<file path="config.mk">
export PLATFORM = sky130hd
export DESIGN_NAME = bus_master_if_flat
export DESIGN_NICKNAME = d
export VERILOG_FILES = /design/src/rtl/bus_master_if_if.sv /design/src/rtl/bus_master_if.sv /design/src/flat_wrapper.sv
export SDC_FILE = /design/constraint.sdc
export NUM_CORES = 1
export LEC_CHECK = 0
export ABC_CLOCK_PERIOD_IN_PS = 2700
export BUFFER_PORTS_ARGS = -buffer_cell sky130_fd_sc_hd__buf_2
export CELL_PAD_IN_SITES_DETAIL_PLACEMENT = 1
export CELL_PAD_IN_SITES_GLOBAL_PLACEMENT = 2
export CORE_UTILIZATION = 27
export DETAILED_ROUTE_END_ITERATION = 8
export GPL_ROUTABILITY_DRIVEN = 0
export PLACE_DENSITY_LB_ADDON = 0.3
export SLEW_MARGIN = 20
export SYNTH_ARGS = -nofsm -noshare
export SYNTH_HDL_FRONTEND = slang
export SYNTH_SLANG_ARGS = --single-unit
</file>
<file path="constraint.sdc">
create_clock -name clk -period 2.7 [get_ports clk]
set_clock_uncertainty 0.05 [all_clocks]
set_input_delay 0 -clock clk [delete_from_list [all_inputs] [get_ports clk]]
set_output_delay 0 -clock clk [all_outputs]
set_load 0.03 [all_outputs]
</file>
<file path="src/rtl/bus_master_if_if.sv">
// CPU-side access port and shared-bus master port of the bus master controller.
// The master modport is the controller's view; slave is the CPU/arbiter/bus environment.
interface bus_master_if_if;
  logic [29:0] if_addr;
  logic        if_as_;
  logic        if_rw;
  logic [31:0] if_wr_data;
  logic        flush;
  logic [31:0] if_rd_data;
  logic        busy;
  logic        err;
  logic        bus_req_;
  logic        bus_grnt_;
  logic [29:0] bus_addr;
  logic        bus_as_;
  logic        bus_rw;
  logic [31:0] bus_wr_data;
  logic [31:0] bus_rd_data;
  logic        bus_rdy_;

  modport master (
    input  if_addr, if_as_, if_rw, if_wr_data, flush,
    input  bus_grnt_, bus_rd_data, bus_rdy_,
    output if_rd_data, busy, err,
    output bus_req_, bus_addr, bus_as_, bus_rw, bus_wr_data
  );

  modport slave (
    output if_addr, if_as_, if_rw, if_wr_data, flush,
    output bus_grnt_, bus_rd_data, bus_rdy_,
    input  if_rd_data, busy, err,
    input  bus_req_, bus_addr, bus_as_, bus_rw, bus_wr_data
  );
endinterface

</file>
<file path="src/rtl/bus_master_if.sv">
// Bus master controller: turns one CPU access into request/grant/strobe/ready
// bus cycles, stalls the CPU through busy and aborts hung slaves after TIMEOUT.
//
// state  | meaning
// IDLE   | no access; latches a new CPU request into the bus registers
// REQ    | bus_req_ low, waiting for grant (flush may cancel)
// ACCESS | single cycle with bus_as_ low; first bus_rdy_ sample
// WAIT   | waiting for bus_rdy_, timeout counter running
// DONE   | one cycle result hand-back; CPU strobe ignored, err valid
module bus_master_if #(
  parameter int TIMEOUT = 255
) (
  input  logic            clk,
  input  logic            reset,
  bus_master_if_if.master bus
);

  typedef enum logic [2:0] {
    ST_IDLE,
    ST_REQ,
    ST_ACCESS,
    ST_WAIT,
    ST_DONE
  } state_t;

  localparam logic [7:0] TC = 8'(TIMEOUT - 1);

  state_t      r_state;
  logic        r_req_n;
  logic        r_as_n;
  logic        r_rw;
  logic [29:0] r_addr;
  logic [31:0] r_wr_data;
  logic [31:0] r_rd_data;
  logic        r_err;
  logic [7:0]  r_cnt;

  state_t      w_state_nxt;
  logic        w_req_n;
  logic        w_as_n;
  logic        w_rw;
  logic [29:0] w_addr;
  logic [31:0] w_wr_data;
  logic [31:0] w_rd_data;
  logic        w_err;
  logic [7:0]  w_cnt;
  logic        w_busy;
  logic        w_complete;
  logic        w_abort;

  always_ff @(posedge clk or posedge reset) begin
    if (reset) begin
      r_state   <= ST_IDLE;
      r_req_n   <= 1'b1;
      r_as_n    <= 1'b1;
      r_rw      <= 1'b1;
      r_addr    <= '0;
      r_wr_data <= '0;
      r_rd_data <= '0;
      r_err     <= 1'b0;
      r_cnt     <= '0;
    end else begin
      r_state   <= w_state_nxt;
      r_req_n   <= w_req_n;
      r_as_n    <= w_as_n;
      r_rw      <= w_rw;
      r_addr    <= w_addr;
      r_wr_data <= w_wr_data;
      r_rd_data <= w_rd_data;
      r_err     <= w_err;
      r_cnt     <= w_cnt;
    end
  end

  always_comb begin
    w_state_nxt = r_state;
    w_req_n     = r_req_n;
    w_as_n      = 1'b1;
    w_rw        = r_rw;
    w_addr      = r_addr;
    w_wr_data   = r_wr_data;
    w_rd_data   = r_rd_data;
    w_err       = 1'b0;
    w_cnt       = r_cnt;
    w_busy      = 1'b0;
    w_complete  = 1'b0;
    w_abort     = 1'b0;

    case (r_state)
      ST_IDLE: begin
        if (!bus.if_as_ && !bus.flush) begin
          w_busy      = 1'b1;
          w_addr      = bus.if_addr;
          w_rw        = bus.if_rw;
          w_wr_data   = bus.if_wr_data;
          w_req_n     = 1'b0;
          w_state_nxt = ST_REQ;
        end
      end
      ST_REQ: begin
        w_busy = 1'b1;
        // Cancel wins over a grant arriving in the same cycle.
        if (bus.flush) begin
          w_req_n     = 1'b1;
          w_state_nxt = ST_IDLE;
        end else if (!bus.bus_grnt_) begin
          w_as_n      = 1'b0;
          w_cnt       = '0;
          w_state_nxt = ST_ACCESS;
        end
      end
      ST_ACCESS: begin
        w_busy = 1'b1;
        if (!bus.bus_rdy_) begin
          w_complete = 1'b1;
        end else begin
          w_cnt       = 8'd1;
          w_state_nxt = ST_WAIT;
        end
      end
      ST_WAIT: begin
        w_busy = 1'b1;
        if (!bus.bus_rdy_) begin
          w_complete = 1'b1;
        end else if (r_cnt == TC) begin
          w_abort = 1'b1;
        end else begin
          w_cnt = r_cnt + 8'd1;
        end
      end
      ST_DONE: begin
        w_state_nxt = ST_IDLE;
      end
      default: begin
        w_req_n     = 1'b1;
        w_state_nxt = ST_IDLE;
      end
    endcase

    if (w_complete) begin
      w_req_n     = 1'b1;
      w_state_nxt = ST_DONE;
      if (r_rw) begin
        w_rd_data = bus.bus_rd_data;
      end
    end

    if (w_abort) begin
      w_req_n     = 1'b1;
      w_rd_data   = '0;
      w_err       = 1'b1;
      w_state_nxt = ST_DONE;
    end
  end

  assign bus.bus_req_    = r_req_n;
  assign bus.bus_as_     = r_as_n;
  assign bus.bus_rw      = r_rw;
  assign bus.bus_addr    = r_addr;
  assign bus.bus_wr_data = r_wr_data;
  assign bus.if_rd_data  = r_rd_data;
  assign bus.err         = r_err;
  assign bus.busy        = w_busy;

endmodule
</file>
<file path="src/flat_wrapper.sv">
// flat-port wrapper written by rule: the top's interface ports become plain ports
module bus_master_if_flat 
#(
  parameter int TIMEOUT = 255
)
  (clk, reset, bus_if_addr, bus_if_as_, bus_if_rw, bus_if_wr_data, bus_flush, bus_bus_grnt_, bus_bus_rd_data, bus_bus_rdy_, bus_if_rd_data, bus_busy, bus_err, bus_bus_req_, bus_bus_addr, bus_bus_as_, bus_bus_rw, bus_bus_wr_data);
  bus_master_if_if bus_i ();
  input  logic clk;
  input  logic reset;
  input wire logic [$bits(bus_i.if_addr)-1:0] bus_if_addr;
  input wire logic [$bits(bus_i.if_as_)-1:0] bus_if_as_;
  input wire logic [$bits(bus_i.if_rw)-1:0] bus_if_rw;
  input wire logic [$bits(bus_i.if_wr_data)-1:0] bus_if_wr_data;
  input wire logic [$bits(bus_i.flush)-1:0] bus_flush;
  input wire logic [$bits(bus_i.bus_grnt_)-1:0] bus_bus_grnt_;
  input wire logic [$bits(bus_i.bus_rd_data)-1:0] bus_bus_rd_data;
  input wire logic [$bits(bus_i.bus_rdy_)-1:0] bus_bus_rdy_;
  output wire logic [$bits(bus_i.if_rd_data)-1:0] bus_if_rd_data;
  output wire logic [$bits(bus_i.busy)-1:0] bus_busy;
  output wire logic [$bits(bus_i.err)-1:0] bus_err;
  output wire logic [$bits(bus_i.bus_req_)-1:0] bus_bus_req_;
  output wire logic [$bits(bus_i.bus_addr)-1:0] bus_bus_addr;
  output wire logic [$bits(bus_i.bus_as_)-1:0] bus_bus_as_;
  output wire logic [$bits(bus_i.bus_rw)-1:0] bus_bus_rw;
  output wire logic [$bits(bus_i.bus_wr_data)-1:0] bus_bus_wr_data;
  assign bus_i.if_addr = bus_if_addr;
  assign bus_i.if_as_ = bus_if_as_;
  assign bus_i.if_rw = bus_if_rw;
  assign bus_i.if_wr_data = bus_if_wr_data;
  assign bus_i.flush = bus_flush;
  assign bus_i.bus_grnt_ = bus_bus_grnt_;
  assign bus_i.bus_rd_data = bus_bus_rd_data;
  assign bus_i.bus_rdy_ = bus_bus_rdy_;
  assign bus_if_rd_data = bus_i.if_rd_data;
  assign bus_busy = bus_i.busy;
  assign bus_err = bus_i.err;
  assign bus_bus_req_ = bus_i.bus_req_;
  assign bus_bus_addr = bus_i.bus_addr;
  assign bus_bus_as_ = bus_i.bus_as_;
  assign bus_bus_rw = bus_i.bus_rw;
  assign bus_bus_wr_data = bus_i.bus_wr_data;
  bus_master_if #(.TIMEOUT(TIMEOUT)) u_core (.clk(clk), .reset(reset), .bus(bus_i));
endmodule
</file>
==> impl_results.md <==
- Status: finished, final reports clean
- Max incr delay on CP: 630 ps
- CTS Buf Count: 9
- Filler Cell Count: 1757
- Antenna viol nets, final: 0
- Synth Register Bits: 109
- YS warnings: 0
- Dpl ws: 636 ps
- Sw Pwr: 3.05 mW
- Hold WC Path Type: input pin to register
- R2r worst-path depth: 4
- Die area: 16900 um^2
- Post-synth EDFFs: 0
- Routed len/inst: 15.9 um
- Share of cells above drive strength 1: 0.485
- Synth async-reset ratio: 1.00
- Cells after Synth: 319
- Die W: 130 um
- Vias in the first global route: 4197
- First-pass GRT wire length: 21100 um
- Initial Util: 0.278
- CTS clk-pin slew, worst paths: 80 ps
- Power per cell area: 1020 nW/um^2
- FMAX: 482 MHz
- Synthesized Nets: 422
- Unique masters post-synth: 35
- Vias post-DR: 3739
- CTS tree: yes
- Via density: 4.46
- Endpoints failing setup: 0
- Combinational share of power: 0.427
- Arrival time at the worst endpoint: 2300 ps
- RR Startpoint: u_core.r_state[1]
- Critical path type: register to register
- Placed Cells: 724
- Die H: 130 um
- Area leader, netlist: dfrtp_1
- Crit path cell chain: or4b_4 -> a21oi_1 -> or4b_1 -> a21oi_1
- CTS Buffer Depth: 2
- Synth top area cells: dfrtp_1 60%, mux2_2 17%, mux2i_1 7.5%, nor2_1 3.1%, dfstp_2 1.8%
- Fin crit share: 0.768
- Finished layout cell area: 7050 um^2
- Clock share of power: 0.207
- Row count: 46
- Switching share of power: 0.422
- Cell family with most CP delay: simple AND/OR/NAND/NOR gates
- Final min period: 2070 ps
- Worst-Skew Late Latency: 360 ps
- Slew Limit Fails: 0
- Drt first-iter violations: 70
- Hold path endpoint: u_core.r_state[0]
- Worst path slowest cell: or4b_4
- IO Pins: 200
- Slew HR: 0.352
- Worst Setup End Kind: register
- Register share of total power: 0.366
- Total gr overflow: 0
- Worst-margin pin slew: 969 ps
- Util after Layout: 0.442
- Primary FF master, synth: dfrtp_1
- Setup ws final: 627 ps
- Cell Count, Final, Fillers Out: 839
- RSZ-0062 raised after global routing: no
- GRT Resource Usage Total: 0.165
- Buffers & Inverters on Critical Path: 0
- Placed cell area: 5730 um^2
- Initial antenna violation count: 0
- Top-area cell type share of the netlist area: 0.599
- Setup_tns: 0 ps
- Post-CTS Setup Inserts: 0
- Worst hold slack: 105 ps
- Ant diodes: 0
- Iteration count of the initial detailed-routing pass: 4
- Leak Pwr: 3.24 nW
- Syn Area/Cell: 13.9 um^2
- Count leader, synth: dfrtp_1
- Crit-path max FO: 13
- Htree depth: 3
- Clock Tree Root: clkbuf_16
- Fin. Hold Viols: 0
- Critical path's most frequent cell: a21oi_1
- Core box area: 15900 um^2
- WL final: 13400 um
- Mapped cell area: 4430 um^2
- CP startpoint kind: register
- Post-DP HPWL: 8880 um
- Hold Path Origin: bus_if_as_
- DRC errors left: 0
- Max VDD drop: 0.632 mV
- R2r endpoint: u_core.r_cnt[5]
- Reg2Reg Setup Slack: 630 ps
- Post-synthesis sequential area ratio: 0.616
- Cell Int Power: 4.17 mW
- Top cells by count, synth: 106 x dfrtp_1, 65 x mux2_2, 37 x nor2_1
- Hold Path Stages: 5
- Largest net degree at the start of global routing: 59
- # Max-Cap Violations: 0
- # clock sinks: 109
- # nets final: 721
- Total design power: 7.22 mW
- WP data required: 2930 ps
- P&R area growth vs syn: 59.1%
- I/O Buffers: 199
## power by group through the flow
| stage | clock, mW | sequential, mW | combinational [mW] |
|---|---|---|---|
| 6_report | 1.50 | 2.64 | 3.08 |
| 5_1_grt | 1.60 | 2.74 | 3.27 |
| 4_1_cts | 1.54 | 2.64 | 3.10 |
| 3_5_place_dp | 0 | 2.65 | 2.99 |
| 3_3_place_gp | 0 | 2.62 | 2.94 |
| 2_1_floorplan | 0 | 3.89 | 0.741 |
## worst min-delay path: cells and delay by family
kind,cells,cell delay (ps)
compound gates,3,290
simple gates,1,90
buf+inv,1,80
## state kept, by name, indices dropped and copies added, names as in the netlist
signal	cells
u_core.bus.bus_addr	30
u_core.bus.bus_req_	1
u_core.bus.bus_rw	1
u_core.bus.bus_wr_data	32
u_core.r_state	3
u_core.r_cnt	8
u_core.bus.err	1
u_core.bus.if_rd_data	32
u_core.bus.bus_as_	1
## cell families after synthesis
| family | synth area share |
|---|---|
| flops | 0.616 |
| mux | 0.240 |
| simple gates | 0.0853 |
| compound gates | 0.0314 |
| buf+inv | 0.0215 |
| fa+ha+maj | 0.00565 |
## cell type report
cell class	count	area [um^2]	area share
multi-input cells	190	1620	0.230
well taps	216	270	0.0383
clock buffers	9	225	0.0319
clock inverters	7	106	0.0151
flip-flops and latches	109	2730	0.387
inverters	2	11.3	0.00160
repair buffers	306	2080	0.296
## how the worst max path moves through the flow
stage	startpoint	end	slack, ps	cells past startpoint
2_1_floorplan	u_core.r_state[1]	u_core.r_cnt[0]	910	5
3_3_place_gp	u_core.r_state[1]	u_core.r_cnt[4]	690	4
3_5_place_dp	u_core.r_state[1]	u_core.r_cnt[4]	640	4
4_1_cts	u_core.r_state[1]	u_core.r_cnt[5]	630	4
5_1_grt	u_core.r_state[1]	u_core.bus.bus_addr[24]	500	3
6_report	u_core.r_state[1]	u_core.r_cnt[5]	630	4
## layer usage
layer / track usage / vias to the layer above / routed length [um]
li1: - / 1731 / -
met1: 0.172 / 1874 / 4960
met2: 0.300 / 119 / 7200
met3: 0.0562 / 15 / 982
met4: 0.0677 / 0 / 237
met5: 0 / - / 0
## cell usage in the layout, fill, tap and decap left out, types with 2 or more instances in the layout
cell / synthesis / layout
buf_2: 13 / 199
dfrtp_1: 106 / 106
dlygate4sd3_1: 0 / 99
mux2_2: 65 / 65
nor2_1: 37 / 37
mux2i_1: 33 / 33
clkbuf_16: 0 / 9
a21oi_1: 8 / 8
nor3_1: 6 / 5
nand2_1: 5 / 5
buf_4: 1 / 5
o41ai_1: 3 / 3
or4b_1: 3 / 3
nand2b_1: 3 / 3
inv_8: 0 / 3
buf_12: 0 / 3
dfstp_2: 3 / 3
a21oi_2: 2 / 2
nand4_1: 2 / 2
nand4b_1: 2 / 2
o31ai_1: 2 / 2
or4_1: 2 / 2
clkinvlp_4: 0 / 2
ha_1: 2 / 2
bufinv_16: 0 / 2
## timing repair
| item | in CTS | in global routing |
|---|---|---|
| hold endpoints to repair | 134 | 0 |
| resized for setup | 0 | 0 |
| hold buffers | 99 | 0 |
(Power assumes the default switching activity.)
